## config.mk

```make
export PLATFORM = sky130hd
export DESIGN_NAME = rf_wb_scheduler_flat
export DESIGN_NICKNAME = d
export VERILOG_FILES = /design/src/rtl/rf_wb_scheduler_pkg.sv /design/src/rtl/rf_wb_scheduler_if.sv /design/src/rtl/rf_wb_scheduler_rr_arbiter2.sv /design/src/rtl/rf_wb_scheduler.sv /design/src/flat_wrapper.sv
export SDC_FILE = /design/constraint.sdc
export NUM_CORES = 1
export LEC_CHECK = 0
export BUFFER_PORTS_ARGS = -buffer_cell sky130_fd_sc_hd__buf_2
export CAP_MARGIN = 20
export CORE_ASPECT_RATIO = 2
export CORE_MARGIN = 2
export CORE_UTILIZATION = 48
export DETAILED_ROUTE_END_ITERATION = 10
export GPL_TIMING_DRIVEN = 0
export PLACE_DENSITY = 0.81
export SLEW_MARGIN = 20
export SYNTH_ARGS = -nofsm -noshare
export SYNTH_HDL_FRONTEND = slang
export SYNTH_SLANG_ARGS = --single-unit
export TNS_END_PERCENT = 1
```

## constraint.sdc

```tcl
create_clock -name clk -period 2.03 [get_ports clk]
set_input_delay 0.203 -clock clk [delete_from_list [all_inputs] [get_ports clk]]
set_output_delay 0.203 -clock clk [all_outputs]
set_load 0.02 [all_outputs]
```

## src/rtl/rf_wb_scheduler_pkg.sv

```systemverilog
// ---------------------------------------------------------------------------
// fewcore_rf_pkg
// Shared constants and types for the register-file write-back scheduler.
//   XLEN        : data width of a register-file write
//   AMOUNT      : number of architectural registers
//   ADDRESSLEN  : register index width (may address past AMOUNT)
//   req_id_e    : write-back requester identity, also used as grant index
//   REG_ZERO    : hard-wired zero register index
// ---------------------------------------------------------------------------
package fewcore_rf_pkg;

   localparam int XLEN       = 32;
   localparam int AMOUNT     = 16;
   localparam int ADDRESSLEN = 5;

   typedef enum logic {
      REQ_ALU = 1'b0,
      REQ_LD  = 1'b1
   } req_id_e;

   localparam logic [ADDRESSLEN-1:0] REG_ZERO = '0;

   // Register 0 never carries a pending write, so its scoreboard bit is masked.
   localparam logic [AMOUNT-1:0] PEND_MASK = {{(AMOUNT-1){1'b1}}, 1'b0};

   // True when idx names an architectural register (including x0).
   function automatic logic in_range(input logic [ADDRESSLEN-1:0] idx);
      return int'(idx) < AMOUNT;
   endfunction

   // True when a write to idx must actually reach the register file.
   function automatic logic rd_writable(input logic [ADDRESSLEN-1:0] idx);
      return (idx != REG_ZERO) && in_range(idx);
   endfunction

endpackage : fewcore_rf_pkg

```

## src/rtl/rf_wb_scheduler_if.sv

```systemverilog
// ---------------------------------------------------------------------------
// rf_wb_scheduler_if
// Bundles the issue, hazard, write-back and register-file signals of the
// write-back scheduler.
//   slave  : seen by the scheduler (requests in, readies/rf write out)
//   master : seen by the surrounding pipeline / bench
// Signals:
//   iss_valid/iss_rd/iss_ready     issue of an instruction writing iss_rd
//   rs1/rs2/raw_stall              source operands and RAW hazard flag
//   alu_valid/alu_rd/alu_data/alu_ready   ALU write-back request
//   ld_valid/ld_rd/ld_data/ld_ready       load write-back request
//   flush                          clears the pending-write scoreboard
//   rf_wen/rf_rd/rf_data           registered register-file write port
//   idle                           no pending writes
//   err_oob                        sticky out-of-range index seen
// ---------------------------------------------------------------------------
interface rf_wb_scheduler_if
   import fewcore_rf_pkg::*;
   ();

   logic                  iss_valid;
   logic [ADDRESSLEN-1:0] iss_rd;
   logic                  iss_ready;
   logic [ADDRESSLEN-1:0] rs1;
   logic [ADDRESSLEN-1:0] rs2;
   logic                  raw_stall;
   logic                  alu_valid;
   logic [ADDRESSLEN-1:0] alu_rd;
   logic [XLEN-1:0]       alu_data;
   logic                  alu_ready;
   logic                  ld_valid;
   logic [ADDRESSLEN-1:0] ld_rd;
   logic [XLEN-1:0]       ld_data;
   logic                  ld_ready;
   logic                  flush;
   logic                  rf_wen;
   logic [ADDRESSLEN-1:0] rf_rd;
   logic [XLEN-1:0]       rf_data;
   logic                  idle;
   logic                  err_oob;

   modport slave (
      input  iss_valid, iss_rd, rs1, rs2,
      input  alu_valid, alu_rd, alu_data,
      input  ld_valid, ld_rd, ld_data, flush,
      output iss_ready, raw_stall, alu_ready, ld_ready,
      output rf_wen, rf_rd, rf_data, idle, err_oob
   );

   modport master (
      output iss_valid, iss_rd, rs1, rs2,
      output alu_valid, alu_rd, alu_data,
      output ld_valid, ld_rd, ld_data, flush,
      input  iss_ready, raw_stall, alu_ready, ld_ready,
      input  rf_wen, rf_rd, rf_data, idle, err_oob
   );

endinterface : rf_wb_scheduler_if

```

## src/rtl/rf_wb_scheduler_rr_arbiter2.sv

```systemverilog
// ---------------------------------------------------------------------------
// rr_arbiter2
// Two-input round-robin arbiter. A lone requester is always granted; under
// contention the requester that lost the previous contention wins. The
// priority pointer only moves on contended grants.
//   clk   : clock
//   reset : synchronous, active-low; pointer returns to ALU-first
//   req   : request vector, indexed by req_id_e
//   gnt   : grant vector, one-hot or zero
// ---------------------------------------------------------------------------
module rr_arbiter2
   import fewcore_rf_pkg::*;
(
   input  logic       clk,
   input  logic       reset,
   input  logic [1:0] req,
   output logic [1:0] gnt
);

   req_id_e ptr_q;
   req_id_e ptr_d;

   always_comb begin
      gnt   = '0;
      ptr_d = ptr_q;
      case (req)
         2'b01: gnt[REQ_ALU] = 1'b1;
         2'b10: gnt[REQ_LD]  = 1'b1;
         2'b11: begin
            // Winner takes the grant, the loser gets priority next time.
            if (ptr_q == REQ_ALU) begin
               gnt[REQ_ALU] = 1'b1;
               ptr_d        = REQ_LD;
            end else begin
               gnt[REQ_LD]  = 1'b1;
               ptr_d        = REQ_ALU;
            end
         end
         default: ;
      endcase
   end

   always_ff @(posedge clk) begin
      if (!reset) begin
         ptr_q <= REQ_ALU;
      end else begin
         ptr_q <= ptr_d;
      end
   end

endmodule : rr_arbiter2

```

## src/rtl/rf_wb_scheduler.sv

```systemverilog
// ---------------------------------------------------------------------------
// rf_wb_scheduler
// Owns the single write port of the register file. Arbitrates ALU and load
// write-backs round-robin, registers the winning write, filters writes to x0
// and out-of-range indices, and keeps a pending-write scoreboard that blocks
// WAW issue and reports RAW hazards on rs1/rs2.
//   clk   : clock
//   reset : synchronous, active-low
//   bus   : rf_wb_scheduler_if.slave (issue, hazard, write-back, rf port)
// ---------------------------------------------------------------------------
module rf_wb_scheduler
   import fewcore_rf_pkg::*;
(
   input  logic              clk,
   input  logic              reset,
   rf_wb_scheduler_if.slave  bus
);

   logic [1:0]            arb_req;
   logic [1:0]            arb_gnt;
   logic                  wb_fire;
   logic [ADDRESSLEN-1:0] wb_rd;
   logic [XLEN-1:0]       wb_data;
   logic                  iss_accept;

   logic [AMOUNT-1:0]     iss_dec;
   logic [AMOUNT-1:0]     wb_dec;
   logic [AMOUNT-1:0]     rs1_dec;
   logic [AMOUNT-1:0]     rs2_dec;

   logic [AMOUNT-1:0]     pending_q;
   logic [AMOUNT-1:0]     pending_d;
   logic                  err_oob_q;
   logic                  err_oob_d;
   logic                  rf_wen_q;
   logic                  rf_wen_d;
   logic [ADDRESSLEN-1:0] rf_rd_q;
   logic [ADDRESSLEN-1:0] rf_rd_d;
   logic [XLEN-1:0]       rf_data_q;
   logic [XLEN-1:0]       rf_data_d;

   // Requests are masked while in reset so no grant or ready escapes.
   assign arb_req = {bus.ld_valid, bus.alu_valid} & {2{reset}};

   rr_arbiter2 u_arb (
      .clk   (clk),
      .reset (reset),
      .req   (arb_req),
      .gnt   (arb_gnt)
   );

   assign bus.alu_ready = arb_gnt[REQ_ALU];
   assign bus.ld_ready  = arb_gnt[REQ_LD];

   assign wb_fire = |arb_gnt;
   assign wb_rd   = arb_gnt[REQ_LD] ? bus.ld_rd   : bus.alu_rd;
   assign wb_data = arb_gnt[REQ_LD] ? bus.ld_data : bus.alu_data;

   // One-hot decoders; an index >= AMOUNT decodes to all zeros, so it can
   // never hit the scoreboard.
   for (genvar gi = 0; gi < AMOUNT; gi++) begin : g_dec
      assign iss_dec[gi] = (bus.iss_rd == ADDRESSLEN'(gi));
      assign wb_dec[gi]  = (wb_rd      == ADDRESSLEN'(gi));
      assign rs1_dec[gi] = (bus.rs1    == ADDRESSLEN'(gi));
      assign rs2_dec[gi] = (bus.rs2    == ADDRESSLEN'(gi));
   end

   assign bus.iss_ready = reset && !(|(iss_dec & pending_q));
   assign iss_accept    = bus.iss_valid && bus.iss_ready;
   assign bus.raw_stall = |((rs1_dec | rs2_dec) & pending_q);
   assign bus.idle      = !reset || (pending_q == '0);

   // Write-back clears at the grant edge, so the hazard drops the same cycle
   // rf_wen rises. Flush wins over a same-cycle issue.
   always_comb begin
      pending_d = (pending_q & ~(wb_dec & {AMOUNT{wb_fire}}))
                | (iss_dec & {AMOUNT{iss_accept}});
      pending_d = pending_d & PEND_MASK;
      if (bus.flush) begin
         pending_d = '0;
      end
   end

   always_comb begin
      err_oob_d = err_oob_q;
      if ((iss_accept && !in_range(bus.iss_rd)) || (wb_fire && !in_range(wb_rd))) begin
         err_oob_d = 1'b1;
      end
   end

   // Filtered writes (x0, out of range) are consumed without touching the
   // register-file port; rf_rd/rf_data keep the last real write.
   always_comb begin
      rf_wen_d  = wb_fire && rd_writable(wb_rd);
      rf_rd_d   = rf_rd_q;
      rf_data_d = rf_data_q;
      if (rf_wen_d) begin
         rf_rd_d   = wb_rd;
         rf_data_d = wb_data;
      end
   end

   always_ff @(posedge clk) begin
      if (!reset) begin
         pending_q <= '0;
         err_oob_q <= 1'b0;
         rf_wen_q  <= 1'b0;
         rf_rd_q   <= '0;
         rf_data_q <= '0;
      end else begin
         pending_q <= pending_d;
         err_oob_q <= err_oob_d;
         rf_wen_q  <= rf_wen_d;
         rf_rd_q   <= rf_rd_d;
         rf_data_q <= rf_data_d;
      end
   end

   assign bus.rf_wen  = rf_wen_q;
   assign bus.rf_rd   = rf_rd_q;
   assign bus.rf_data = rf_data_q;
   assign bus.err_oob = err_oob_q;

endmodule : rf_wb_scheduler

```

## src/flat_wrapper.sv

```systemverilog
// flat-port wrapper written by rule: the top's interface ports become plain ports
module rf_wb_scheduler_flat import fewcore_rf_pkg::*;
  (clk, reset, bus_iss_valid, bus_iss_rd, bus_rs1, bus_rs2, bus_alu_valid, bus_alu_rd, bus_alu_data, bus_ld_valid, bus_ld_rd, bus_ld_data, bus_flush, bus_iss_ready, bus_raw_stall, bus_alu_ready, bus_ld_ready, bus_rf_wen, bus_rf_rd, bus_rf_data, bus_idle, bus_err_oob);
  rf_wb_scheduler_if bus_i ();
  input  logic clk;
  input  logic reset;
  input wire logic [$bits(bus_i.iss_valid)-1:0] bus_iss_valid;
  input wire logic [$bits(bus_i.iss_rd)-1:0] bus_iss_rd;
  input wire logic [$bits(bus_i.rs1)-1:0] bus_rs1;
  input wire logic [$bits(bus_i.rs2)-1:0] bus_rs2;
  input wire logic [$bits(bus_i.alu_valid)-1:0] bus_alu_valid;
  input wire logic [$bits(bus_i.alu_rd)-1:0] bus_alu_rd;
  input wire logic [$bits(bus_i.alu_data)-1:0] bus_alu_data;
  input wire logic [$bits(bus_i.ld_valid)-1:0] bus_ld_valid;
  input wire logic [$bits(bus_i.ld_rd)-1:0] bus_ld_rd;
  input wire logic [$bits(bus_i.ld_data)-1:0] bus_ld_data;
  input wire logic [$bits(bus_i.flush)-1:0] bus_flush;
  output wire logic [$bits(bus_i.iss_ready)-1:0] bus_iss_ready;
  output wire logic [$bits(bus_i.raw_stall)-1:0] bus_raw_stall;
  output wire logic [$bits(bus_i.alu_ready)-1:0] bus_alu_ready;
  output wire logic [$bits(bus_i.ld_ready)-1:0] bus_ld_ready;
  output wire logic [$bits(bus_i.rf_wen)-1:0] bus_rf_wen;
  output wire logic [$bits(bus_i.rf_rd)-1:0] bus_rf_rd;
  output wire logic [$bits(bus_i.rf_data)-1:0] bus_rf_data;
  output wire logic [$bits(bus_i.idle)-1:0] bus_idle;
  output wire logic [$bits(bus_i.err_oob)-1:0] bus_err_oob;
  assign bus_i.iss_valid = bus_iss_valid;
  assign bus_i.iss_rd = bus_iss_rd;
  assign bus_i.rs1 = bus_rs1;
  assign bus_i.rs2 = bus_rs2;
  assign bus_i.alu_valid = bus_alu_valid;
  assign bus_i.alu_rd = bus_alu_rd;
  assign bus_i.alu_data = bus_alu_data;
  assign bus_i.ld_valid = bus_ld_valid;
  assign bus_i.ld_rd = bus_ld_rd;
  assign bus_i.ld_data = bus_ld_data;
  assign bus_i.flush = bus_flush;
  assign bus_iss_ready = bus_i.iss_ready;
  assign bus_raw_stall = bus_i.raw_stall;
  assign bus_alu_ready = bus_i.alu_ready;
  assign bus_ld_ready = bus_i.ld_ready;
  assign bus_rf_wen = bus_i.rf_wen;
  assign bus_rf_rd = bus_i.rf_rd;
  assign bus_rf_data = bus_i.rf_data;
  assign bus_idle = bus_i.idle;
  assign bus_err_oob = bus_i.err_oob;
  rf_wb_scheduler u_core (.clk(clk), .reset(reset), .bus(bus_i));
endmodule
```

# Word level (Yosys, flattened, before mapping)

Index checks and enable logic that the tools add are counted.
W data, S select, Z words.

$lt $le $gt $ge: 2
Equality and inequality tests: 63
Multiplexer cells: 6
Bitwise gates (word level): 10
Reductions and logical operators: 22

Operators with widths:

| operator             | number |
|---|---|
| $eq A5 B4 Y1 const B | 32 |
| $and A16 B16 Y16     | 5 |
| $eq A5 B3 Y1 const B | 16 |
| $eq A5 B2 Y1 const B | 8 |
| $mux W32             | 1 |
| $or A16 B16 Y16      | 2 |
| $reduce_or A16 Y1    | 2 |
| $eq A5 B1 Y1 const B | 4 |
| $logic_not A5 Y1     | 4 |
| $logic_not A16 Y1    | 1 |
| $not A16 Y16         | 1 |
| $lt A5 B5 Y1 const B | 2 |
| $logic_and A1 B1 Y1  | 6 |
| $mux W5              | 1 |
| $reduce_bool A5 Y1   | 1 |
| $eq A2 B2 Y1 const B | 2 |
| $logic_not A1 Y1     | 4 |
| $pmux W1 S2          | 2 |
| $reduce_or A2 Y1     | 2 |
| $and A2 B2 Y2        | 1 |
| $eq A2 B1 Y1 const B | 1 |
| $logic_or A1 B1 Y1   | 2 |
| $mux W1              | 2 |
| $not A1 Y1           | 1 |

Register bits after elaboration: 56
Bits of input ports: 95
Output and inout bits: 44
Word-level logic and storage cells: 110

# Logic depth before layout (Yosys ltp)

Gate-level depths: netlist (run 1).

Depth after elaboration: 9
Mapped depth: 9
Depth with buffers taken out: 6

# Cells and area by module

Synthesis (run 1) repeated with hierarchy kept, for this count alone.

Cell total of the unflattened synthesis: 365
Area, all modules: 3230.6 µm²

By module, submodules not included:

| module          | instances | cells each | area an instance (µm²) | sequential area each (µm²) |
|---|---|---|---|---|
| rf_wb_scheduler | 1         | 357        | 3168.0                 | 1081.0 |
| rr_arbiter2     | 1         | 8          | 62.6                   | 20.0 |

# Worst setup path after synthesis (run 1)

No wires, ideal clock.

Path type: input to output
From: input bus_iss_rd[2]
To: output bus_iss_ready
Arrival: 1.544 ns
Data required time: 1.827 ns
Path slack: 0.283 ns
Cell stages on the path: 5
Path buffers: 1
Cells stage by stage: buf_2 -> mux2_2 -> nand3_1 -> o221ai_1 -> nor3_1

Word-level cells in the longest chain between the ends: 5
Elaborated cells between the ends (all ways): 20
Classes of those cells: eq/ne: 15; bitwise: 1; reduce/logical: 4

Ends and longest elaborated chain:

| element                              | line                  | RTL |
|---|---|---|
| start, declared                      | flat_wrapper.sv:8     | `input wire logic [$bits(bus_i.iss_rd)-1:0] bus_iss_rd;` |
| $eq A5 B1 Y1 (tied with other cells) | rf_wb_scheduler.sv:62 | `assign iss_dec[gi] = (bus.iss_rd == ADDRESSLEN'(gi));` |
| $and A16 B16 Y16 *                   | rf_wb_scheduler.sv:68 | `assign bus.iss_ready = reset && !(\|(iss_dec & pending_q));` |
| $reduce_or A16 Y1 *                  | rf_wb_scheduler.sv:68 |  |
| $logic_not A1 Y1 *                   | rf_wb_scheduler.sv:68 |  |
| $logic_and A1 B1 Y1 *                | rf_wb_scheduler.sv:68 |  |
| end, declared                        | flat_wrapper.sv:18    | `output wire logic [$bits(bus_i.iss_ready)-1:0] bus_iss_ready;` |

Mark *: on every way between the ends. The rest lies on a longest branch, timed or not.

# Worst setup path in the final report (run 1)

From: register u_core.pending_q[5]
To: output bus_iss_ready

Word-level cells in the longest chain between the ends: 4

Ends and longest elaborated chain:

| element                | line                   | RTL |
|---|---|---|
| start, declared        | rf_wb_scheduler.sv:31  | `logic [AMOUNT-1:0] pending_q;` |
| start signal, assigned | rf_wb_scheduler.sv:111 | `pending_q <= pending_d;` |
| $and A16 B16 Y16       | rf_wb_scheduler.sv:68  |  |
| $reduce_or A16 Y1      | rf_wb_scheduler.sv:68  |  |
| $logic_not A1 Y1       | rf_wb_scheduler.sv:68  |  |
| $logic_and A1 B1 Y1    | rf_wb_scheduler.sv:68  |  |

Every way passes these cells.

==> results of run 1 <==
==> metrics by stage <==
| stage | instance area (µm²) | hold slack [ns] | instances | TNS [ns] |
|---|---|---|---|---|
| after floorplan | 3220 | 0.353 | 418 | 0 |
| after global placement | 3980 | 0.414 | 634 | 0 |
| after detailed placement | 3980 | 0.421 | 634 | 0 |
| after CTS | 4150 | 0.161 | 642 | 0 |
| after global routing | 4170 | 0.169 | 643 | -0.0795 |
| final | 4170 | 0.158 | 643 | 0 |
==> layout make-up <==
cell class	count	area [µm²]
clock inverters	2	38.8
flip-flops and latches	55	1100
plain buffers	31	150
inverters	6	22.5
multi-input cells	326	1960
repair buffers	129	648
clock buffers	6	129
fillers	622	2400
well taps	88	110
==> report_power, final <==
part | internal [µW] | switching [µW] | total (µW)
clock network | 589 | 414 | 1000
registers | 1140 | 31.1 | 1170
logic | 227 | 369 | 596
total | 1950 | 814 | 2770
==> tightest hold or removal path, cell delays in order <==
cell      delay (ns)
buf_2           0.09
nand2_1         0.04
a311oi_1        0.07
==> flip-flops by register name (all words and copies together), names as in the netlist <==
register,flops
u_core.pending_q,15
u_core.bus.err_oob,1
u_core.bus.rf_wen,1
u_core.bus.rf_rd,5
u_core.bus.rf_data,32
u_core.u_arb.ptr_q,1
==> synth_stat cells (2+ instances only) <==
| library cell | instances | area, µm² |
|---|---|---|
| o22ai_1 | 4 | 25.0 |
| a31oi_1 | 6 | 37.5 |
| a311oi_1 | 33 | 289 |
| nor2_1 | 50 | 188 |
| nand3b_1 | 3 | 22.5 |
| o41ai_1 | 3 | 26.3 |
| inv_1 | 5 | 18.8 |
| o21ai_0 | 7 | 35.0 |
| a22oi_1 | 3 | 22.5 |
| clkbuf_1 | 17 | 63.8 |
| nand2b_1 | 5 | 31.3 |
| nor4_1 | 5 | 31.3 |
| buf_4 | 4 | 30.0 |
| o211ai_1 | 11 | 82.6 |
| nor4b_1 | 4 | 35.0 |
| and2_1 | 3 | 18.8 |
| dfxtp_1 | 55 | 1100 |
| a21boi_0 | 2 | 15.0 |
| a21oi_1 | 10 | 50.1 |
| mux2i_1 | 10 | 100 |
| and3b_1 | 3 | 26.3 |
| nor3b_1 | 4 | 30.0 |
| nor2b_1 | 10 | 62.6 |
| a211oi_1 | 2 | 15.0 |
| or3_1 | 2 | 12.5 |
| or2_2 | 2 | 12.5 |
| and3_1 | 4 | 25.0 |
| o31ai_1 | 6 | 45.0 |
| mux2_2 | 5 | 56.3 |
| nand2_1 | 79 | 297 |
| buf_2 | 9 | 45.0 |
| nand4b_1 | 3 | 26.3 |
| nor3_1 | 6 | 30.0 |
| nand3_1 | 14 | 70.1 |
| nand4_1 | 9 | 56.3 |
==> final timing paths <==
check,start,end,slack (ns)
hold / removal,bus_ld_data[0],u_core.bus.rf_data[0],0.16
hold reg to reg,u_core.bus.rf_rd[4],u_core.bus.rf_rd[4],0.43
setup / recovery,u_core.pending_q[5],bus_iss_ready,0.02
setup reg to reg,u_core.u_arb.ptr_q,u_core.bus.rf_data[27],0.11
==> metal layers <==
metal | wire [µm] | share of wire | GRT usage | vias up
met5 | 0 | 0 | 0 | -
met4 | 685 | 0.062 | 0.185 | 0
met3 | 761 | 0.069 | 0.0873 | 58
met2 | 5830 | 0.53 | 0.527 | 193
met1 | 3710 | 0.34 | 0.300 | 1740
li1 | - | - | - | 1828
==> cells by family after synthesis <==
kind of cell              count (synthesis)
muxes                                    15
xor gates and xnor gates                  1
and+or+nand+nor                         209
AOI/OAI and AO/OA                       101
DFF                                      55
buffers and inverters                    37
==> timing repair <==
item,in CTS,in global routing
setup buffers,0,1
gates resized for setup,1,2
setup endpoints to repair,1,37
pin swaps,0,1
==> results.py, run 1 <==
metrics = {
    "timing": {
        "layout_min_cycle_time_ns": 2.01,
        "timing.final.crit_share": 0.991,
        "hold_violation_total_from_the_final_report": 0,
        "setup_viol": 0,
        "report.final.slew_viol_count": 0,
        "achievable-frequency_mhz": 497,
        "fin_worst_skew_ns": 0.00355,
        "rsz_0062_raised_after_global_routing": "yes",
        "max_slew_margin": 0.556,
        "finalWorstSetupSlack_ns": 0.0189,
        "worst-slew-pin-transition_ns": 0.664,
    },
    "layout": {
        "final_cell_mix": "buf_2, nand2_1, dfxtp_1",
        "utilization": 0.634,
        "final_common_cell": "buf_2",
        "antennaDiodeCount": 0,
        "proportion_of_layout_cells_with_a_drive_suffix_above_1": 0.297,
        "design.final.nets": 649,
        "areaGrowthSynthToFinish_pct": 29.2,
    },
    "pwr": {
        "power_density_nw_per_um2": 665,
        "power.ir.vdd_worst_mv": 0.622,
        "totalPowerFinal_uw": 2770,
        "static-leakage-power_uw": 0.00180,
    },
    "cts": {
        "clock_sink_count": 55,
        "clockBufferDepth": 2,
        "cts.htree.levels": 2,
        "clk_transition_reported_paths_ns": 0.07,
        "ctsRootBufferMaster": "clkbuf_16",
        "cts_tree": "done",
        "clk-insertion-delay-late_ns": 0.30,
        "cts_hold_buf": 0,
        "cts_made_buffers": 5,
    },
    "placement": {
        "placement.io_buffers": 128,
        "globalplace.congestion": 0.941,
        "place_hpwl_um": 8530,
        "placement.setup.worst_slack_ns": 0.0101,
    },
    "synth": {
        "synth-async-reset-ratio": 0,
        "yosysUniqueCellTypes": 55,
        "yosys.area_share.simple": 0.310,
        "synth_fp_nets": 513,
        "combinational_family_with_the_most_area_after_synthesis": "simple AND/OR/NAND/NOR gates",
        "yosys.area_share.adder": 0,
        "syn-mean-instance-area_um2": 7.71,
        "seq_area_frac_synth": 0.341,
        "netlist_area_um2": 3220,
        "synth_edf_count": 0,
        "xor_and_xnor_area_share_after_synthesis": 0.00272,
        "ys_seq_elements": 55,
        "synthFlopType": "dfxtp_1",
        "yosys_warnings": 0,
        "post_synth_mux_area_share": 0.0485,
        "synthesis.instances": 418,
        "synth-compound-area-share": 0.243,
    },
    "global_routing": {
        "number_of_antenna_violations_at_the_first_check_in_global_routing": 0,
        "globalRouteOverflowTotal": 0,
        "wire_length_of_the_first_global_routing_pass_um": 17300,
        "largest_net_degree_at_the_start_of_global_routing": 18,
        "vias_in_the_first_global_route": 3687,
        "global_routing_usage_summed_across_all_routing_layers": 0.306,
    },
    "setup_path": {
        "path_max_fanout": 7,
        "crit_slowest_cell": "dfxtp_1",
        "critical_path_required_ns": 1.83,
        "crit_arrival_ns": 1.81,
        "critical_path_buf_inv_count": 1,
        "path_cells": "nand3b_1 > o221a_2 > o221ai_2 > nor3_1 > buf_2",
        "worstSetupEndpointType": "primary output",
        "path_delay_family": "compound AO/OA/AOI/OAI gates",
        "worst_stage_delay_on_the_critical_path_ns": 0.45,
        "startpoint_type": "flip-flop",
        "critical_path_depth": 5,
        "worst-r2r-cell-count": 7,
        "critical_path_class": "reg -> out",
    },
    "routing": {
        "routed_via_density": 5.94,
        "drt_first_pass_iters": 5,
        "drc": 0,
        "wl_um": 11000,
        "via_count": 3819,
        "drt.antenna.violating_nets": 0,
        "drt-wirelength-per-cell_um": 17.1,
        "initialDrtViolationCount": 152,
    },
    "run_status": {
        "status": "finished clean",
    },
    "hold_path": {
        "min_path_cells": 3,
        "hp-class": "in -> reg",
    },
    "floorplan": {
        "start_util": 0.491,
        "fp-row-count": 42,
        "floorplan.die.width_um": 62.0,
        "top_level_ports": 139,
        "die-height_um": 120,
        "die_area_um2": 7430,
        "core_region_area_um2": 6570,
    },
    "run": {
        "timing.max_cap.violations": 0,
    },
}
No activity file was read; power rests on OpenSTA's default activity.
==> inputs of run 2 (changes only) <==
--- a/config.mk
+++ b/config.mk
@@ -12,9 +12,11 @@
 export CORE_UTILIZATION = 48
 export DETAILED_ROUTE_END_ITERATION = 10
 export GPL_TIMING_DRIVEN = 0
+export HOLD_SLACK_MARGIN = 0.02
 export PLACE_DENSITY = 0.81
 export SLEW_MARGIN = 20
 export SYNTH_ARGS = -nofsm -noshare
 export SYNTH_HDL_FRONTEND = slang
+export SYNTH_HIERARCHICAL = 1
 export SYNTH_SLANG_ARGS = --single-unit
 export TNS_END_PERCENT = 1
==> run 2 against run 1 <==
Against the previous run:
- the run now ends with negative setup slack left
- synthesized cell count shrank 13%
- register-to-register slack lost 0.30 ns
- worst setup slack got worse by 0.47 ns
==> results.py, run 2 <==
metrics = {
    "hold_path": {
        "hp-class": "in -> reg",
    },
    "synth": {
        "ys_seq_elements": 55,
        "synth-async-reset-ratio": 0,
        "seq_area_frac_synth": 0.341,
        "yosys_warnings": 6,
        "synthesis.instances": 365,
        "synth_fp_nets": 460,
        "synth.area.top_cells": "dfxtp_1, mux2i_1, o211a_1",
        "synthDominantCellAreaShare": 0.341,
        "synthFlopType": "dfxtp_1",
        "syn-mean-instance-area_um2": 8.85,
        "yosysUniqueCellTypes": 53,
        "synth_top_area_cell": "dfxtp_1",
        "synth_edf_count": 0,
        "post-synth-top-count-cell": "nand2_1",
        "netlist_area_um2": 3230,
        "ys_top_cells_by_count": "nand2_1, dfxtp_1, mux2i_1",
    },
    "global_routing": {
        "number_of_antenna_violations_at_the_first_check_in_global_routing": 0,
        "wire_length_of_the_first_global_routing_pass_um": 15100,
        "largest_net_degree_at_the_start_of_global_routing": 18,
        "vias_in_the_first_global_route": 3427,
        "globalRouteOverflowTotal": 0,
        "global_routing_usage_summed_across_all_routing_layers": 0.269,
    },
    "cts": {
        "cts_tree": "done",
        "clk_transition_reported_paths_ns": 0.07,
        "clock_sink_count": 55,
        "cts_hold_buf": 0,
        "clk-insertion-delay-late_ns": 0.29,
        "clockBufferDepth": 2,
        "cts.htree.levels": 2,
        "cts_made_buffers": 5,
        "ctsRootBufferMaster": "clkbuf_16",
    },
    "layout": {
        "utilization": 0.672,
        "areaGrowthSynthToFinish_pct": 36.6,
        "final_common_cell": "buf_2",
        "multiInputGateArea_um2": 2070,
        "antennaDiodeCount": 0,
        "instances_no_fill": 599,
        "ff_latch_area_um2": 1110,
        "largest_register_ff_count": 32,
        "fillCellCount": 563,
        "design.final.nets": 605,
        "proportion_of_layout_cells_with_a_drive_suffix_above_1": 0.376,
        "final_cell_mix": "buf_2, nand2_1, dfxtp_1",
    },
    "floorplan": {
        "die-height_um": 120,
        "fp-row-count": 42,
        "core_region_area_um2": 6570,
        "floorplan.die.width_um": 62.0,
        "die_area_um2": 7440,
        "start_util": 0.492,
        "top_level_ports": 139,
    },
    "pwr": {
        "power_density_nw_per_um2": 605,
        "static-leakage-power_uw": 0.00222,
        "power.ir.vdd_worst_mv": 0.621,
    },
    "routing": {
        "routed_via_density": 5.79,
        "via_count": 3468,
        "wl_met2_um": 5550,
        "wl_met1_um": 3310,
        "highest-signal-layer": "met4",
        "drc": 0,
        "wl_um": 9910,
        "initialDrtViolationCount": 192,
        "drt-wirelength-per-cell_um": 16.6,
        "drt_first_pass_iters": 7,
        "drt.antenna.violating_nets": 0,
        "met3_wirelength_um": 537,
    },
    "run": {
        "timing.max_cap.violations": 0,
    },
    "timing": {
        "rsz_0062_raised_after_global_routing": "yes",
        "worst-slew-pin-transition_ns": 0.753,
        "report.final.slew_viol_count": 0,
        "hold_violation_total_from_the_final_report": 0,
        "max_slew_margin": 0.493,
        "layout_min_cycle_time_ns": 2.48,
        "fin_worst_skew_ns": 0.00617,
        "achievable-frequency_mhz": 403,
        "setup_viol": 36,
        "finalWorstSetupSlack_ns": -0.450,
        "timing.final.crit_share": 1.22,
    },
    "setup_path": {
        "critical_path_class": "reg -> out",
        "path_cells": "and3_4 > or4_1 > or4_4 > or4_4 > buf_6",
        "startpoint_type": "flip-flop",
        "worst_stage_delay_on_the_critical_path_ns": 0.49,
        "critical_path_required_ns": 1.83,
        "critical_path_buf_inv_count": 1,
        "path_max_fanout": 4,
        "crit_arrival_ns": 2.28,
        "worstSetupEndpointType": "primary output",
        "path_common_cell": "or4_4",
        "path_delay_family": "simple AND/OR/NAND/NOR gates",
        "crit_slowest_cell": "or4_1",
    },
    "placement": {
        "globalplace.congestion": 0.916,
        "placed_instance_count": 588,
        "place_hpwl_um": 8050,
        "placement.io_buffers": 135,
    },
    "run_status": {
        "failed_checks": "negative setup slack",
        "status": "finished, violations left",
    },
}
run 2: cell count changes in the layout (fill, tap and decap cells not counted), sizes merged, moves of 6 or more:
cell    previous run  this run
nand2             79        57
o211a              0        32
o211ai            11         4
a32o               1         7
buf              143       150
mux2i             10        39
nand4              9         3
nand3             14         7
a311oi            34         0
a21oi             10         3
nor2              50        13
run 2: power by group:
part / switching (µW) / internal [µW] / leakage [µW]
sequential: 31.9 / 1140 / 0.000451
clock: 391 / 493 / 0.0000731
combinational: 342 / 277 / 0.00169
run 2: worst register-to-register path, stage by stage, from the launching register on:
cell and delay (ns):
dfxtp_2 0.35, inv_1 0.07, a21boi_4 0.19, buf_8 0.16, mux2_4 0.33, a211o_4 0.31
o21a_4 0.21, buf_8 0.14, clkbuf_16 0.16, o211a_1 0.20
run 2: routing by layer:
metal,vias up,track usage
li1,1672,-
met1,1606,0.249
met2,152,0.498
met3,38,0.0431
met4,0,0.158
met5,-,0
run 2: per-stage QoR:
step / power [µW] / area, µm² / hold WS (ns) / worst slack [ns] / TNS, ns
floorplan: 1550 / 3320 / 0.352 / -0.383 / -15.21
global placement: 1770 / 4110 / 0.450 / -0.820 / -34.03
detailed placement: 1780 / 4110 / 0.464 / -0.843 / -35.88
CTS: 2670 / 4330 / 0.157 / -0.537 / -8.65
global route: 2770 / 4410 / 0.180 / -0.497 / -9.40
finish: 2670 / 4410 / 0.159 / -0.450 / -6.73
run 2: repair_timing:
action                     in CTS  in global routing
setup endpoints to repair      54                 47
gates resized for setup        21                 22
buffers inserted                0                  3
pin swaps                       0                  2
run 2: area by class of cell:
type / count / share of cell area
Clock inverter: 2 / 0.00368
Tap cell: 88 / 0.0249
Buffer: 25 / 0.0530
Timing Repair Buffer: 138 / 0.161
Multi-Input combinational cell: 279 / 0.469
Sequential cell: 55 / 0.251
Clock buffer: 6 / 0.0315
Inverter: 6 / 0.00510
run 2: cells by family (layout without fill, tap and decap cells):
kind of cell           Yosys count  after routing  share of synthesized area
and+or+nand+nor                143            143                      0.234
AOI/OAI and AO/OA               89             89                      0.234
DFF                             55             55                      0.341
muxes                           47             47                      0.152
buffers and inverters           31            177                     0.0399
run 2: path summary, 6_finish.rpt:
check                             from                      to  slack, ns  cells after the start
setup / recovery  u_core/pending_q[13]           bus_raw_stall      -0.45                      5
hold / removal                   reset      u_core/u_arb/ptr_q       0.16                      3
setup reg to reg    u_core/u_arb/ptr_q  u_core/bus.rf_data[28]      -0.19                      9
hold reg to reg    u_core/bus.rf_rd[3]     u_core/bus.rf_rd[3]       0.47                      2
